`src/rtl/mips_bus_pkg.sv`:
```
// Shared bus definitions for the bus-interface variant of the MIPS core.
// Holds the memory arbiter state and grant encodings, the fixed fetch byte
// lane mask, the CPU reset vector, and a word-alignment helper.
package mips_bus_pkg;

  typedef enum logic [2:0] {
    IDLE,
    BUS_I,
    BUS_D,
    RESP_I,
    RESP_D
  } arb_state_t;

  typedef enum logic {
    FETCH,
    DATA
  } grant_t;

  localparam logic [3:0]  FETCH_BYTEENABLE = 4'b1111;
  localparam logic [31:0] RESET_VECTOR     = 32'hBFC0_0000;

  // Byte address -> bus word address (low two bits forced to zero).
  function automatic logic [31:0] word_align(input logic [31:0] addr);
    return addr & 32'hFFFF_FFFC;
  endfunction

endpackage

```
`src/rtl/mips_wait_timer.sv`:
```
// Wait-cycle counter used as the bus watchdog.
//   clk      : clock, rising edge
//   reset    : synchronous, active-high; clears the count
//   clear    : synchronous clear (priority over enable)
//   enable   : count one cycle
//   expired  : high in the enabled cycle that brings the count to MAX_COUNT
module mips_wait_timer #(
  parameter int unsigned MAX_COUNT = 255
) (
  input  logic clk,
  input  logic reset,
  input  logic clear,
  input  logic enable,
  output logic expired
);

  localparam logic [15:0] LAST = 16'(MAX_COUNT - 1);

  logic [15:0] count;

  always_ff @(posedge clk) begin
    if (reset || clear) begin
      count <= '0;
    end else if (enable) begin
      count <= count + 16'd1;
    end
  end

  // Expiry is flagged in the cycle that completes the MAX_COUNT-th wait,
  // so the owner can leave its bus state on that same edge.
  assign expired = enable && (count == LAST);

endmodule

```
`src/rtl/mips_mem_arbiter.sv`:
```
// Memory-port arbiter for the bus-interface MIPS core.
// Shares one Avalon-style master port between instruction fetch and data
// load/store, one transaction at a time, with alternating priority on
// contention, a CPU stall output and a sticky wait-cycle watchdog.
//   clk, reset                  : clock; synchronous active-high reset
//   i_req/i_addr                : fetch request (level) and byte address
//   i_rdata/i_valid             : fetched word and one-cycle completion pulse
//   d_read/d_write/d_addr       : data request (level, write wins) and address
//   d_wdata/d_byteenable        : store data and byte lanes
//   d_rdata/d_valid             : load data and one-cycle completion pulse
//   stall                       : CPU stall while a request is outstanding
//   avm_*                       : bus master port (word address)
//   timeout                     : sticky flag set when the watchdog fires
module mips_mem_arbiter
  import mips_bus_pkg::*;
#(
  parameter int unsigned MAX_WAIT     = 255,
  parameter logic [31:0] TIMEOUT_DATA = 32'hFFFF_FFFF
) (
  input  logic        clk,
  input  logic        reset,
  input  logic        i_req,
  input  logic [31:0] i_addr,
  output logic [31:0] i_rdata,
  output logic        i_valid,
  input  logic        d_read,
  input  logic        d_write,
  input  logic [31:0] d_addr,
  input  logic [31:0] d_wdata,
  input  logic [3:0]  d_byteenable,
  output logic [31:0] d_rdata,
  output logic        d_valid,
  output logic        stall,
  output logic [31:0] avm_address,
  output logic        avm_read,
  output logic        avm_write,
  output logic [31:0] avm_writedata,
  output logic [3:0]  avm_byteenable,
  input  logic [31:0] avm_readdata,
  input  logic        avm_waitrequest,
  output logic        timeout
);

  arb_state_t state;
  arb_state_t state_next;
  grant_t     last_grant;

  logic d_req;
  logic start_i;
  logic start_d;
  logic in_bus;
  logic bus_done;
  logic wd_expired;

  assign d_req = d_read | d_write;

  mips_wait_timer #(
    .MAX_COUNT(MAX_WAIT)
  ) u_watchdog (
    .clk    (clk),
    .reset  (reset),
    .clear  (start_i | start_d),
    .enable (in_bus & avm_waitrequest),
    .expired(wd_expired)
  );

  always_ff @(posedge clk) begin
    if (reset) begin
      state <= IDLE;
    end else begin
      state <= state_next;
    end
  end

  always_comb begin
    state_next = state;
    start_i    = 1'b0;
    start_d    = 1'b0;
    bus_done   = 1'b0;
    in_bus     = (state == BUS_I) || (state == BUS_D);
    unique case (state)
      IDLE: begin
        // On contention the port not granted last time goes first.
        if (i_req && (!d_req || last_grant == DATA)) begin
          start_i    = 1'b1;
          state_next = BUS_I;
        end else if (d_req) begin
          start_d    = 1'b1;
          state_next = BUS_D;
        end
      end
      BUS_I: begin
        if (!avm_waitrequest || wd_expired) begin
          bus_done   = 1'b1;
          state_next = RESP_I;
        end
      end
      BUS_D: begin
        if (!avm_waitrequest || wd_expired) begin
          bus_done   = 1'b1;
          state_next = RESP_D;
        end
      end
      RESP_I, RESP_D: state_next = IDLE;
      default:        state_next = IDLE;
    endcase
  end

  // Bus outputs are loaded once on BUS entry and held, so requester inputs
  // changing mid-transaction have no effect. A completing cycle that still
  // has waitrequest high can only be a watchdog abort.
  always_ff @(posedge clk) begin
    if (reset) begin
      last_grant     <= FETCH;
      avm_address    <= '0;
      avm_read       <= 1'b0;
      avm_write      <= 1'b0;
      avm_writedata  <= '0;
      avm_byteenable <= '0;
      i_rdata        <= '0;
      i_valid        <= 1'b0;
      d_rdata        <= '0;
      d_valid        <= 1'b0;
      timeout        <= 1'b0;
    end else begin
      i_valid <= 1'b0;
      d_valid <= 1'b0;

      if (start_i) begin
        last_grant     <= FETCH;
        avm_address    <= word_align(i_addr);
        avm_read       <= 1'b1;
        avm_write      <= 1'b0;
        avm_byteenable <= FETCH_BYTEENABLE;
      end else if (start_d) begin
        last_grant     <= DATA;
        avm_address    <= word_align(d_addr);
        avm_read       <= ~d_write;
        avm_write      <= d_write;
        avm_writedata  <= d_wdata;
        avm_byteenable <= d_byteenable;
      end

      if (bus_done) begin
        avm_read  <= 1'b0;
        avm_write <= 1'b0;
        if (avm_waitrequest) begin
          timeout <= 1'b1;
        end
        if (state == BUS_I) begin
          i_valid <= 1'b1;
          i_rdata <= avm_waitrequest ? TIMEOUT_DATA : avm_readdata;
        end else begin
          d_valid <= 1'b1;
          if (avm_read) begin
            d_rdata <= avm_waitrequest ? TIMEOUT_DATA : avm_readdata;
          end
        end
      end
    end
  end

  assign stall = (i_req & ~i_valid) | (d_req & ~d_valid);

endmodule

```
`config.mk`:
```
export PLATFORM = sky130hd
export DESIGN_NAME = mips_mem_arbiter
export DESIGN_NICKNAME = d
export VERILOG_FILES = /design/src/rtl/mips_bus_pkg.sv /design/src/rtl/mips_wait_timer.sv /design/src/rtl/mips_mem_arbiter.sv
export SDC_FILE = /design/constraint.sdc
export NUM_CORES = 1
export LEC_CHECK = 0
export ABC_CLOCK_PERIOD_IN_PS = 2140
export CAP_MARGIN = 5
export CORE_UTILIZATION = 42
export DETAILED_ROUTE_END_ITERATION = 10
export MAX_ROUTING_LAYER = met4
export PLACE_DENSITY = 0.89
export SKIP_CTS_REPAIR_TIMING = 1
export SLEW_MARGIN = 10
export SYNTH_ARGS = -nofsm -noshare
export SYNTH_HDL_FRONTEND = slang
export SYNTH_SLANG_ARGS = --single-unit
export TNS_END_PERCENT = 50
```
`constraint.sdc`:
```
create_clock -name clk -period 2.14 [get_ports clk]
set_input_delay 0.428 -clock clk [delete_from_list [all_inputs] [get_ports clk]]
set_output_delay 0.428 -clock clk [all_outputs]
set_load 0.01 [all_outputs]
```
# Word-level counts from Yosys, hierarchy flattened
# Cells that the tools add are included.
# word_totals
ff_bits	155
in_bits	138
output_inout_bits	138
elab_cells	73
# classes
n_addsub	1
eq_ne	6
mux	21
bitwise_logic	12
n_reduce_logical	20
# op_table
op	n
$mux W32	3
$add A16 B1 Y16 const B	1
$eq A16 B8 Y1 const B	1
$mux W3	4
$mux W1	11
$pmux W3 S3	1
$mux W4	2
$reduce_or A2 Y1	4
$not A1 Y1	6
$reduce_and A2 Y1	3
$reduce_and A3 Y1	2
$logic_or A1 B1 Y1	4
$and A1 B1 Y1	3
$eq A3 B1 Y1 const B	1
$eq A3 B2 Y1 const B	1
$logic_not A3 Y1	1
$ne A3 B3 Y1 const B	1
$or A1 B1 Y1	3
$reduce_or A3 Y1	1
$logic_and A1 B1 Y1	2
$logic_not A1 Y1	2
$ne A2 B1 Y1 const B	1
$ne A2 B2 Y1 const B	1
$reduce_bool A2 Y1	1

# Logic depth before layout (Yosys ltp)
# logic_depth
word_depth	9
mapped_depth	7
ltp_nobuf	6

# Modules after synthesis
# A second synthesis with hierarchy kept.
# unflattened
cells_unflattened	726
area_unflattened_um2	6576.3
# by_module_without_submodules
module	n_inst	cells_per_inst	area_each_um2	seq_area_each_um2
mips_mem_arbiter	1	640	5813.1	2782.7
mips_wait_timer	1	86	763.2	320.3

# Worst setup path after synthesis
# No wires, ideal clock.
# synth_timing
kind	register to register
startpoint	register u_watchdog.count[0]
endpoint	register d_rdata[24]
setup_ps	144
arrival_ps	1440
required_ps	1996
path_slack_ps	556
stages_incl_launch_ff	8
path_buffers	1
path_cell_list	dfxtp_1 -> inv_1 -> ha_1 -> and4b_1 -> and4_1 -> o21ai_2 -> buf_2 -> a211oi_1
# synth_between
elab_chain_len	6
# synth_rtl
item	line	source
from (decl)	mips_wait_timer.sv:19	logic [15:0] count;
from (signal assigned)	mips_wait_timer.sv:25	count <= count + 16'd1;
$eq A16 B8 Y1	mips_wait_timer.sv:31	assign expired = enable && (count == LAST);
$logic_and A1 B1 Y1	mips_wait_timer.sv:31	
$logic_or A1 B1 Y1	mips_mem_arbiter.sv:93, mips_mem_arbiter.sv:99	
$mux W1	mips_mem_arbiter.sv:93, mips_mem_arbiter.sv:99	
$mux W1	n/a	
$reduce_and A3 Y1 (no line)	n/a	
to (signal assigned)	mips_mem_arbiter.sv:156	d_rdata <= avm_waitrequest ? TIMEOUT_DATA : avm_readdata;
to (decl)	mips_mem_arbiter.sv:31	output logic [31:0] d_rdata,
# Every way passes these cells.
# A chain may end at the register's enable or synchronous reset.

# Final worst setup path
# layout_timing
startpoint	register avm_read
endpoint	output port avm_read
# layout_lines
item	line	source
from (decl)	mips_mem_arbiter.sv:35	output logic avm_read,
from (signal assigned)	mips_mem_arbiter.sv:138	avm_read <= ~d_write;
# No word-level cell between the ends.

==> metrics.md <==
| Metric | Value |
|---|---|
| Critical path's top delay family | buffers and inverters |
| Port-buffer cells | 269 |
| Number of global-route vias before repair | 5711 |
| Placed wire-length estimate | 13.0 mm |
| Top cells by area, synth | dfxtp_1 50%, nor2_1 8.7%, nand2_1 4.5%, a211oi_1 4.2%, o21a_1 3.9% |
| Post-synth EDFFs | 0 |
| Run status | finished, final reports clean |
| Critical Path RT | 1710 ps |
| Final std cells w/o fill | 1176 |
| Via count | 6064 |
| Slowest stage cell, crit path | clkdlybuf4s50_1 |
| Post-synthesis sequential area ratio | 49.9% |
| CTS root buffer | clkbuf_16 |
| Crit-path max cell delay | 600 ps |
| DR iter-0 viols | 422 |
| CTS Sinks | 155 |
| Chip width | 124 um |
| Worst-case vdd ir drop | 0.840 mV |
| YS warnings | 0 |
| P_leak | 3.63 nW |
| Initial antenna violation count | 1 |
| Final min period | 1830 ps |
| Final hold violations | 0 |
| Worst-path maximum fanout | 3 |
| Htree depth | 4 |
| Avg Inst Size Synth | 8.67 um^2 |
| Skew final | 11.9 ps |
| Cell taking the most area after synthesis | dfxtp_1 |
| FILL cells | 1104 |
| Placed insts | 1143 |
| DIE HEIGHT | 124 um |
| Largest net degree at the start of global routing | 78 |
| Synthesized instance count | 718 |
| Dominant synthesized flop cell | dfxtp_1 |
| Commonest non-fill, non-tap cells in the layout | 267 x clkdlybuf4s50_1, 155 x dfxtp_1, 145 x nor2_1 |
| Num rows | 44 |
| Final number of setup-violating endpoints | 0 |
| Residual DRC | 0 |
| Commonest non-fill, non-tap cell in the layout | clkdlybuf4s50_1 |
| Max Cap Viol | 0 |
| Effective utilization at floorplan | 43.0% |
| Synth top area share | 49.9% |
| Crit path buf inv count | 1 |
| DR vias/cell | 5.16 |
| Mapped cell area | 6220 um^2 |
| Nets | 1118 |
| Pre-antenna DRT Iters | 4 |
| First-pass GRT wire length | 28.0 mm |
| Max Freq | 0.547 GHz |
| IO Pins | 276 |
| Async S/R FF share, synth | 0% |
| Fin Setup TNS | 0 ps |
| Routed Wire Length | 18.6 mm |
| Fin. max-slew vios | 0 |
| RSZ-0062 raised after global routing | false |
| Routability cong. | 0.837 |
| Area growth syn-to-layout | 56.9% |
| Post-route clock period utilization | 85.4% |
| Distinct cell type count after synthesis | 53 |
| Worst-Skew Late Latency | 420 ps |
| Worst Setup Path Type | reg -> out |
| Worst setup margin | 312 ps |
| Setup crit start kind | flop |
| Flops & latches, synth | 155 |
| Grt total ovfl | 0 |
| CTS Buffer Depth | 2 |
| Cell Pwr Density | 949 nW/um^2 |
| Critical path cell sequence | clkdlybuf4s50_1 |
| Arr. time, crit path | 1400 ps |
| Pwr Total | 9.27 mW |
| Num CTS Buffers | 17 |
| CTS tree | yes |
| Pre-CTS setup slack | 34.2 ps |
| Antenna-violating nets left | 0 |
| WL per Instance | 15.8 um |
| Hold Crit Class | in -> reg |
| Core Area | 14500 um^2 |
| Share of layout cells above drive strength 1 | 9.59% |
| Clock-pin slew on the worst setup and hold paths | 60 ps |
| CP endpoint kind | output pin |
| Die area | 15300 um^2 |
| Total Routing Usage GR | 24.6% |
==> stage by stage <==
stage                     util (%)  hold slack [ps]  cell area [um^2]
after global placement        63.2              438              9160
final                         67.5              446              9770
after floorplan                  -              466              6230
after detailed placement      63.2              440              9160
after global routing          67.5              443              9770
after CTS                     67.4              420              9760
==> per-layer routing <==
metal	vias to the layer above	wire length (um)	track usage (%)
met3	46	1530	8.24
met1	2828	7310	25.6
li1	2956	-	-
met5	-	0	-
met2	234	9050	41.4
met4	0	704	12.7
==> cells in the mapped netlist (2+ instances only) <==
master,n
nand4_1,3
and3_1,2
or4_1,2
and4_1,4
dfxtp_1,155
nand2b_1,2
clkbuf_1,18
nor3_1,10
buf_2,24
or3_1,6
nor3_2,23
a21oi_1,43
inv_1,36
nor2_1,145
o21ai_0,9
buf_6,5
buf_4,7
nand3_1,8
xor2_1,4
ha_1,2
nand2_1,74
a211oi_1,35
and4b_1,2
o21a_1,32
nor3_4,2
o211ai_1,2
o22ai_1,34
xnor2_1,4
==> final cells by class <==
class                   instances  area (um^2)  area share [%]
flip-flops and latches        155         3100            31.8
repair buffers                294         2990            30.6
multi-input cells             474         2700            27.6
clock buffers                  22          464            4.75
well taps                     184          230            2.36
clock inverters                10          141            1.45
inverters                      36          135            1.38
diodes                          1         2.50          0.0256
==> logic make-up after synthesis <==
logic type / after synthesis / synth area share [%]
adder cells (fa/ha/maj): 2 / 0.402
AO/OA/AOI/OAI: 164 / 17.4
AND/OR/NAND/NOR: 295 / 23.6
multiplexers: 1 / 0.161
XOR/XNOR: 10 / 1.65
other: 1 / 0.0603
buffers and inverters: 90 / 6.94
flip-flops: 155 / 49.9
==> power breakdown <==
part	leakage (nW)	internal (mW)	switching [mW]	total, mW
sequential	1.27	3.28	0.223	3.50
clock	0.290	1.90	1.17	3.07
combinational	2.07	1.38	1.31	2.69
total	3.63	6.56	2.71	9.27
==> flip-flops by register name, indices dropped and copies added, names as in the netlist, 3 cells and up <==
signal            count
avm_address          30
avm_byteenable        4
avm_writedata        32
d_rdata              32
i_rdata              32
state                 3
u_watchdog.count     16
==> worst paths after layout <==
| path | cells past startpoint | slack (ps) | endpoint | startpoint |
|---|---|---|---|---|
| setup / recovery | 1 | 310 | avm_read | avm_read |
| hold / removal | 2 | 450 | last_grant | reset |
| setup reg to reg | 5 | 350 | d_rdata[8] | u_watchdog.count[2] |
| hold reg to reg | 2 | 450 | d_rdata[13] | d_rdata[13] |
No activity file was read; power rests on OpenSTA's default activity.
